`src/rtl/pcie_os_pkg.sv`:
```
// Gen1/Gen2 ordered-set detector: shared symbol codes, type and state encodings.
// Imported by the decoder, the interface user and the detector top.
package pcie_os_pkg;

   localparam logic [7:0] K_COM = 8'hBC;
   localparam logic [7:0] K_SKP = 8'h1C;
   localparam logic [7:0] K_FTS = 8'h3C;
   localparam logic [7:0] K_IDL = 8'h7C;
   localparam logic [7:0] K_PAD = 8'hF7;
   localparam logic [7:0] D_TS1 = 8'h4A;
   localparam logic [7:0] D_TS2 = 8'h45;

   typedef enum logic [2:0] {
      OS_NONE = 3'd0,
      OS_TS1  = 3'd1,
      OS_TS2  = 3'd2,
      OS_SKP  = 3'd3,
      OS_EIOS = 3'd4,
      OS_FTS  = 3'd5
   } os_type_e;

   typedef enum logic [2:0] {
      S_IDLE,
      S_TYPE,
      S_SKPS,
      S_FTSS,
      S_EI,
      S_TS
   } os_state_e;

   typedef struct packed {
      logic com;
      logic skp;
      logic fts;
      logic idl;
      logic pad;
      logic ts1id;
      logic ts2id;
      logic data;
      logic otherk;
   } sym_t;

   typedef struct packed {
      logic     v;
      os_type_e t;
   } os_done_t;

   function automatic int act_lanes(input logic [5:0] pw);
      unique case (pw)
         6'd16:   return 2;
         6'd32:   return 4;
         default: return 1;
      endcase
   endfunction

endpackage

```
`src/rtl/os_detector_gen12_if.sv`:
```
// PIPE receive symbol bus feeding the ordered-set detector.
// The PHY side drives it as master, the detector consumes it as slave.
interface os_detector_gen12_if #(
   parameter int MAXW = 32
);
   logic [MAXW-1:0]   rx_data;
   logic [MAXW/8-1:0] rx_datak;
   logic              rx_valid;

   modport master (output rx_data, rx_datak, rx_valid);
   modport slave  (input  rx_data, rx_datak, rx_valid);
endinterface

```
`src/rtl/os_sym_decode.sv`:
```
// Per-lane symbol classifier: {datak, data} to a one-hot symbol class.
// Purely combinational, one instance per lane.
module os_sym_decode
   import pcie_os_pkg::*;
(
   input  logic [7:0] data,
   input  logic       datak,
   output sym_t       sym
);

   always_comb begin
      sym = '0;
      if (datak) begin
         unique case (data)
            K_COM:   sym.com    = 1'b1;
            K_SKP:   sym.skp    = 1'b1;
            K_FTS:   sym.fts    = 1'b1;
            K_IDL:   sym.idl    = 1'b1;
            K_PAD:   sym.pad    = 1'b1;
            default: sym.otherk = 1'b1;
         endcase
      end else begin
         unique case (data)
            D_TS1:   sym.ts1id = 1'b1;
            D_TS2:   sym.ts2id = 1'b1;
            default: sym.data  = 1'b1;
         endcase
      end
   end

endmodule

```
`src/rtl/os_detector_gen12.sv`:
```
// Gen1/Gen2 receive ordered-set detector ahead of the descrambler controller.
// Lanes are walked serially each cycle; results are registered with the data.
module os_detector_gen12
   import pcie_os_pkg::*;
#(
   parameter int MAXW = 32
) (
   input  logic                clk,
   input  logic                reset,
   input  logic [2:0]          GEN,
   input  logic [5:0]          PIPEWIDTH,
   os_detector_gen12_if.slave  rx,
   output logic [MAXW-1:0]     data_out,
   output logic [MAXW/8-1:0]   datak_out,
   output logic                valid_out,
   output logic                OS_detection,
   output logic                lfsr_reset,
   output logic                os_done,
   output logic [2:0]          os_type,
   output logic                os_error
);

   localparam int LANES = MAXW / 8;

   sym_t           sym [LANES];
   logic [LANES:0] skp_v;

   for (genvar g = 0; g < LANES; g++) begin : g_dec
      os_sym_decode u_dec (
         .data  (rx.rx_data[8*g +: 8]),
         .datak (rx.rx_datak[g]),
         .sym   (sym[g])
      );
      assign skp_v[g] = sym[g].skp;
   end
   assign skp_v[LANES] = 1'b0;

   os_state_e state_q, st;
   logic [1:0] cnt_q, cnt;
   logic [3:0] idx_q, idx;
   logic       ts2_q, ts2;
   os_done_t   pend_q, pend_n, d0, d1;
   logic       det, lfsr, err, dn, ok, retry, active, done_n;
   os_type_e   dt;
   logic [2:0] type_n;
   sym_t       s;
   int         nl;

   always_comb begin
      st     = state_q;
      cnt    = cnt_q;
      idx    = idx_q;
      ts2    = ts2_q;
      det    = 1'b0;
      lfsr   = 1'b0;
      err    = 1'b0;
      d0     = '0;
      d1     = '0;
      dn     = 1'b0;
      dt     = OS_NONE;
      ok     = 1'b0;
      retry  = 1'b0;
      s      = '0;
      active = (GEN == 3'd1) || (GEN == 3'd2);
      nl     = act_lanes(PIPEWIDTH);
      for (int i = 0; i < LANES; i++) begin
         if (active && rx.rx_valid && i < nl) begin
            s     = sym[i];
            dn    = 1'b0;
            dt    = OS_NONE;
            ok    = 1'b0;
            retry = 1'b0;
            unique case (st)
               S_IDLE: retry = 1'b1;
               S_TYPE: begin
                  if (s.skp) st = S_SKPS;
                  else if (s.fts) begin
                     st  = S_FTSS;
                     cnt = 2'd2;
                  end else if (s.idl) begin
                     st  = S_EI;
                     cnt = 2'd2;
                  end else if (s.data | s.pad | s.ts1id | s.ts2id) begin
                     st  = S_TS;
                     idx = 4'd2;
                  end else begin
                     err   = 1'b1;
                     st    = S_IDLE;
                     retry = 1'b1;
                  end
               end
               S_SKPS: begin
                  if (!s.skp) begin
                     dn    = 1'b1;
                     dt    = OS_SKP;
                     st    = S_IDLE;
                     retry = 1'b1;
                  end
               end
               S_FTSS, S_EI: begin
                  ok = (st == S_FTSS) ? s.fts : s.idl;
                  if (!ok) begin
                     err   = 1'b1;
                     st    = S_IDLE;
                     retry = 1'b1;
                  end else if (cnt == 2'd3) begin
                     dn = 1'b1;
                     dt = (st == S_FTSS) ? OS_FTS : OS_EIOS;
                     st = S_IDLE;
                  end else begin
                     cnt = cnt + 2'd1;
                  end
               end
               S_TS: begin
                  if (idx < 4'd6) begin
                     ok = s.data | s.pad | s.ts1id | s.ts2id;
                  end else if (idx == 4'd6) begin
                     ok  = s.ts1id | s.ts2id;
                     ts2 = s.ts2id;
                  end else begin
                     ok = ts2 ? s.ts2id : s.ts1id;
                  end
                  if (!ok) begin
                     err   = 1'b1;
                     st    = S_IDLE;
                     retry = 1'b1;
                  end else if (idx == 4'd15) begin
                     dn = 1'b1;
                     dt = ts2 ? OS_TS2 : OS_TS1;
                     st = S_IDLE;
                  end else begin
                     idx = idx + 4'd1;
                  end
               end
               default: st = S_IDLE;
            endcase
            // a COM ending or breaking a set is taken again as a fresh start
            if (retry && s.com) st = S_TYPE;
            if (s.com) begin
               det = 1'b1;
               // SKP can only be seen when it shares the word with its COM
               if (!(i + 1 < nl && skp_v[i+1])) lfsr = 1'b1;
            end
            if (dn) begin
               if (!d0.v) d0 = '{v: 1'b1, t: dt};
               else       d1 = '{v: 1'b1, t: dt};
            end
         end
      end
      if (!active) st = S_IDLE;
      if (pend_q.v) begin
         done_n = 1'b1;
         type_n = pend_q.t;
         pend_n = d0;
      end else begin
         done_n = d0.v;
         type_n = d0.v ? d0.t : OS_NONE;
         pend_n = d1;
      end
      if (!active) begin
         done_n = 1'b0;
         type_n = 3'd0;
         pend_n = '0;
      end
   end

   always_ff @(posedge clk) begin
      if (reset) begin
         state_q      <= S_IDLE;
         cnt_q        <= 2'd0;
         idx_q        <= 4'd0;
         ts2_q        <= 1'b0;
         pend_q       <= '0;
         data_out     <= '0;
         datak_out    <= '0;
         valid_out    <= 1'b0;
         OS_detection <= 1'b0;
         lfsr_reset   <= 1'b0;
         os_done      <= 1'b0;
         os_type      <= 3'd0;
         os_error     <= 1'b0;
      end else begin
         state_q      <= st;
         cnt_q        <= cnt;
         idx_q        <= idx;
         ts2_q        <= ts2;
         pend_q       <= pend_n;
         data_out     <= rx.rx_data;
         datak_out    <= rx.rx_datak;
         valid_out    <= rx.rx_valid;
         OS_detection <= det;
         lfsr_reset   <= lfsr;
         os_done      <= done_n;
         os_type      <= type_n;
         os_error     <= err;
      end
   end

endmodule

```
`src/flat_wrapper.sv`:
```
// flat-port wrapper written by rule: the top's interface ports become plain ports
module os_detector_gen12_flat import pcie_os_pkg::*;
#(
   parameter int MAXW = 32
)
  (clk, reset, GEN, PIPEWIDTH, data_out, datak_out, valid_out, OS_detection, lfsr_reset, os_done, os_type, os_error, rx_rx_data, rx_rx_datak, rx_rx_valid);
  os_detector_gen12_if #(.MAXW(MAXW)) rx_i ();
  input  logic clk;
  input  logic reset;
  input  logic [2:0] GEN;
  input  logic [5:0] PIPEWIDTH;
  output logic [MAXW-1:0] data_out;
  output logic [MAXW/8-1:0] datak_out;
  output logic valid_out;
  output logic OS_detection;
  output logic lfsr_reset;
  output logic os_done;
  output logic [2:0] os_type;
  output logic os_error;
  input wire logic [$bits(rx_i.rx_data)-1:0] rx_rx_data;
  input wire logic [$bits(rx_i.rx_datak)-1:0] rx_rx_datak;
  input wire logic [$bits(rx_i.rx_valid)-1:0] rx_rx_valid;
  assign rx_i.rx_data = rx_rx_data;
  assign rx_i.rx_datak = rx_rx_datak;
  assign rx_i.rx_valid = rx_rx_valid;
  os_detector_gen12 #(.MAXW(MAXW)) u_core (.clk(clk), .reset(reset), .GEN(GEN), .PIPEWIDTH(PIPEWIDTH), .rx(rx_i), .data_out(data_out), .datak_out(datak_out), .valid_out(valid_out), .OS_detection(OS_detection), .lfsr_reset(lfsr_reset), .os_done(os_done), .os_type(os_type), .os_error(os_error));
endmodule
```
`config.mk`:
```
export PLATFORM = sky130hd
export DESIGN_NAME = os_detector_gen12_flat
export DESIGN_NICKNAME = d
export VERILOG_FILES = /design/src/rtl/pcie_os_pkg.sv /design/src/rtl/os_detector_gen12_if.sv /design/src/rtl/os_sym_decode.sv /design/src/rtl/os_detector_gen12.sv /design/src/flat_wrapper.sv
export SDC_FILE = /design/constraint.sdc
export NUM_CORES = 1
export LEC_CHECK = 0
export BUFFER_PORTS_ARGS = -buffer_cell sky130_fd_sc_hd__buf_4
export CAP_MARGIN = 20
export CORE_MARGIN = 4
export CORE_UTILIZATION = 25
export CTS_CLUSTER_SIZE = 24
export DETAILED_ROUTE_END_ITERATION = 7
export PLACE_DENSITY = 0.45
export SKIP_LAST_GASP = 1
export SYNTH_ARGS = -nofsm -noshare
export SYNTH_HDL_FRONTEND = slang
export SYNTH_SLANG_ARGS = --single-unit
export TNS_END_PERCENT = 50
```
`constraint.sdc`:
```
create_clock -name clk -period 23.4 [get_ports clk]
set_input_delay 5.85 -clock clk [delete_from_list [all_inputs] [get_ports clk]]
set_output_delay 5.85 -clock clk [all_outputs]
set_load 0.005 [all_outputs]
```
; ---- After elaboration in Yosys (flattened, before gate mapping)
; Index checks and enable logic that the tools add are counted.
; Widths: inputs -> output; s select.
[totals]
input_bits = 48
elab_cells = 495
output_inout_bits = 44
regBits = 58
[op_classes]
bitwise_logic = 17
reduce_logical = 26
n_eq_ne = 64
mux = 358
order_cmp = 8
n_addsub = 8
[op_table]
columns = cell, count
row1 = $mux 3, 69
row2 = $mux 4, 46
row3 = $mux 1, 178
row4 = $eq 8x7->1 const B, 12
row5 = $eq 8x8->1 const B, 8
row6 = $mux 2, 32
row7 = $pmux 3 s5, 4
row8 = $pmux 3 s3, 4
row9 = $eq 8x5->1 const B, 4
row10 = $eq 8x6->1 const B, 4
row11 = $pmux 4 s2, 4
row12 = $eq 3x2->1 const B, 9
row13 = $eq 3x3->1 const B, 8
row14 = $pmux 1 s3, 8
row15 = $mux 5, 4
row16 = $pmux 1 s5, 4
row17 = $reduce_or 2->1, 9
row18 = $add 4x1->4 const B, 4
row19 = $eq 4x3->1 const B, 4
row20 = $eq 4x4->1 const B, 4
row21 = $lt 4x3->1 const B, 4
row22 = $or 1x1->1, 16
row23 = $pmux 2 s2, 4
row24 = $eq 3x1->1 const B, 5
row25 = other kinds (11), 33

; ---- Depth between registers and ports, before layout
[depth]
ltp_word = 46
mapped_depth = 33
mapped_depth_nobuf = 33

; ---- Hierarchy
; Synthesis repeated with hierarchy kept, for this count alone.
[hier_totals]
hier_cells = 773
area_unflattened_um2 = 5740.5
[modules_own_cells]
columns = module, cells_each, seq_area_each_um2, n_inst, area_each_um2
row1 = os_detector_gen12, 669, 1161.1, 1, 5124.9
row2 = os_sym_decode, 26, 0.0, 4, 153.9

; ---- Worst setup path after synthesis
; No wires, ideal clock.
[synth_path]
path_kind = input port to flip-flop
startpoint = in rx_rx_data[7]
endpoint = reg u_core.pend_q[0] (netlist name)
setup_time_ns = 0.074
arrival_time_ns = 11.739
setup_slack_ns = 11.586
stages = 31
required_time_ns = 23.326
n_path_buf = 1
cell_sequence = buf_2 nor4_1 o211ai_2 a211oi_1 nor2_1 o41ai_2 ha_1 inv_1 a211o_1 or3_1 o211ai_1 a31oi_1 mux2i_1 inv_1 ha_1 inv_1 nor2_1 and4_1 a2111oi_2 nand2_1 nand2b_1 nor4_1 a21oi_1 ha_1 inv_1 a31oi_1 nand4_1 mux2_4 o41ai_4 o211ai_1 a31oi_1
[synth_between]
elab_chain_cells = 42
elab_cells_between_ends = 262
cone_classes = add/sub: 4 / order compare: 3 / eq/ne: 30 / mux: 212 / bitwise: 4 / reduce/logical: 9
[synth_rtl]
columns = element, line_no
row1 = from (decl), flat_wrapper.sv:20  ; input wire logic [$bits(rx_i.rx_data)-1:0] rx_rx_data;
row2 = "parallel branches: the longest is 41 deep, another holds $eq 8x7->1", --
row3 = $mux 4 *, os_detector_gen12.sv:151  ; if (pend_q.v) begin
row4 = to (signal assigned), os_detector_gen12.sv:187  ; pend_q <= pend_n;
row5 = to (decl), os_detector_gen12.sv:42  ; os_done_t pend_q, pend_n, d0, d1;
; Mark *: on every way between the ends. The select of a mux whose other input is x is not followed.
; A chain may end at the register's enable or synchronous reset.

; ---- Worst setup path after layout
[layout_path]
startpoint = in rx_rx_datak[0]
endpoint = reg u_core.pend_q[0] (netlist name)
[layout_between]
elab_chain_cells = 39
elab_cells_between_ends = 246
cone_classes = add/sub: 4 / order compare: 3 / eq/ne: 23 / mux: 204 / bitwise: 4 / reduce/logical: 8
[layout_rtl]
columns = element, line_no
row1 = from (decl), flat_wrapper.sv:21  ; input wire logic [$bits(rx_i.rx_datak)-1:0] rx_rx_datak;
row2 = "parallel branches: the longest is 38 deep, another holds $lt 4x3->1", --
row3 = $mux 4 *, os_detector_gen12.sv:151
; Marks and branches as above.

==> qor.yml <==
utilization_pct: 30.9
grt_pass1_wl_mm: 34.0
crit_required_ps: 23670
die_w_microns: 160
clk_latency_ps: 340
ys_types: 114
path_clk_slew_ps: 60
antenna_found_initial: 0
cts.sinks: 58
final_nets: 877
clock.fmax_ghz: 0.0780
tightest_slew_ps: 1000
totalWireLength_mm: 21.7
synth_flop_cell: "dfxtp_1"
cts_made_buffers: 9
p_leak_uw: 0.00256
multi_input_area_sq_um: 4390
fin_worst_skew_ps: 6.44
seqCellArea_sq_um: 1160
power.density_nw_per_um2: 39.3
dr_total_vias: 6329
clockRootBuffer: "clkbuf_16"
slew_violations: 0
htreeDepth: 3
wl_per_cell_microns: 19.6
hold_violations: 0
routed_via_density: 5.70
n_fill_cell: 2442
p_seq_share_pct: 37.4
worstSetupEndpointType: "register"
grtUsageTotal_pct: 16.4
synth_enable_flop_cells: 0
fin_area_sq_um: 7010
synth_warnings: 0
grt_start_max_net_pins: 48
place_area_sq_um: 6700
status: "completed"
ir_worst_vdd_uv: 27.0
min_period_ps: 12830
dp_hpwl_mm: 17.0
post_cts_buffers: 0
netSwitchingPower_uw: 70.2
synth.avg_cell_area_sq_um: 7.74
start_util_pct: 25.5
power_frac_comb_pct: 11.6
internal-power_uw: 205
dr.pass1.iters: 5
cts.repair.resized: 0
fin_total_pwr_uw: 276
final.period_utilization_pct: 54.8
io_pins: 92
setup_viol: 0
diodes: 0
rows: 55
rsz0062_at_grt: "false"
crit_arrival_ps: 13090
syn_area_sq_um: 5790
slowest_delay_ps: 580
drt_iter0_drc: 530
swShare_pct: 25.5
synthCells: 748
seq_area_frac_synth_pct: 20.1
p_clk_share_pct: 51.0
grt_pass1_vias: 5839
max_slew_margin_pct: 32.2
core_area_sq_um: 22700
die_area_sq_um: 25700
detail-route-antenna-nets: 0
synth_seq_cells: 58
cp_max_fo: 9
hold_class: "reg -> reg"
area_growth_syn_to_layout_pct: 21.0
maxCapViolations: 0
fin_setup_tns_ps: 0
port_buffers: 91
die_h_microns: 160
path_class: "in -> reg"
cts_buffer_depth: 2
synthArstFlopShare_pct: 0
synthesis.nets: 804
start_kind: "input port"
critPathSlowestCell: "a211oi_1"
cts_tree: "yes"
gp_congestion: 0.869
drive_gt1_share_pct: 20.8
cts_hold_buf: 0
route.detailed.drc: 0
grt_overflow: 0
cells in the mapped netlist (6+ instances only):
cell type  count  area [sq um]
or3_1         11          68.8
nand2_1       61           229
nor3b_1        7          52.6
nand3_1       33           165
o21ai_1        6          30.0
nor3_1        25           125
ha_1           8           100
a211o_1       10          87.6
clkbuf_1      19          71.3
a211oi_1      17           128
o31ai_1        9          67.6
nor2b_1       48           300
nor2_1        64           240
and2_1         9          56.3
a21o_1         6          45.0
dfxtp_1       58          1160
o21ai_0       29           145
mux2_2         6          67.6
or4_1          6          45.0
buf_2          9          45.0
mux2i_1       14           140
nand4_1       14          87.6
a21oi_1       42           210
nor4_1        11          68.8
inv_1         20          75.1
and3_1         9          56.3
nand2b_1      15          93.8
or2_2          8          50.1
nand4b_1       6          52.6
a31oi_1       23           144
placed cells by master, fill, tap and decap left out, drive strengths merged, types with 16 or more instances in the layout:
cell,netlist,routed
nor2,65,65
nor2b,48,48
inv,20,20
buf,13,95
a21oi,44,44
a211oi,18,18
mux2i,16,16
dfxtp,58,58
a31oi,23,23
nor3,26,26
o21ai,37,37
nand2,62,62
nand3,34,34
flip-flops by register name, indices dropped and copies added, names as in the netlist:
name,cells
u_core.OS_detection,1
u_core.cnt_q,2
u_core.data_out,32
u_core.datak_out,4
u_core.idx_q,4
u_core.lfsr_reset,1
u_core.os_done,1
u_core.os_error,1
u_core.os_type,3
u_core.pend_q,4
u_core.state_q,3
u_core.ts2_q,1
u_core.valid_out,1
power groups by stage:
stage                     combinational, uW  clock [uW]  sequential, uW
after global routing                   35.1         149             103
final                                  31.9         141             103
after CTS                              32.2         145             103
after floorplan                        13.3           0             106
after detailed placement               32.1           0             105
after global placement                 32.3           0             105
cell type report:
cell class,instances,area share [%]
sequential,58,16.6
clock buffer,12,3.66
timing repair buffer,95,10.2
inverter,20,1.07
tap,285,5.09
multi-input combinational,637,62.7
clock inverter,4,0.714
cells by family (layout without fill, tap and decap cells):
logic type	count (synthesis)	after routing	synth area share [%]
AOI/OAI and AO/OA	233	233	32.3
xor gates and xnor gates	4	4	0.605
adders and majority gates	8	8	1.73
buffers and inverters	53	131	4.19
DFF	58	58	20.1
muxes	23	23	4.62
and+or+nand+nor	369	369	36.5
per-stage QoR:
| stage | setup WS (ps) | hold WS [ps] | std cells |
|---|---|---|---|
| 5_1_grt | 9780 | 509 | 1111 |
| 4_1_cts | 10640 | 477 | 1111 |
| 2_1_floorplan | 11590 | 442 | 748 |
| 3_3_place_gp | 10490 | 454 | 1095 |
| 6_report | 10570 | 472 | 1111 |
| 3_5_place_dp | 10310 | 463 | 1095 |
per-layer routing:
metal | routed length (microns) | GRT usage [%] | share of wire [%] | vias to the layer above
met2 | 9580 | 25.8 | 44 | 247
li1 | - | - | - | 3039
met5 | 0 | 0 | 0 | -
met1 | 10300 | 23.1 | 48 | 3015
met3 | 1350 | 2.79 | 6.2 | 28
met4 | 476 | 4.46 | 2.2 | 0
final timing paths:
kind	from	endpoint	slack, ps	cells past startpoint
setup reg to reg	u_core.state_q[0]$_SDFF_PP0_	u_core.state_q[0]$_SDFF_PP0_	15890	30
hold reg to reg	u_core.pend_q[0]$_SDFF_PP0_	u_core.os_type[0]$_SDFF_PP0_	470	2
hold / removal	u_core.pend_q[0]$_SDFF_PP0_	u_core.os_type[0]$_SDFF_PP0_	470	2
setup / recovery	rx_rx_datak[0]	u_core.pend_q[0]$_SDFF_PP0_	10570	31
worst max-delay path: cells and delay by family:
kind	cells	cell delay (ps)
simple gates	10	1940
compound gates	13	3870
mux	1	360
fa+ha+maj	3	750
buf+inv	4	300
Note: power is estimated with default switching activity, not from simulation.
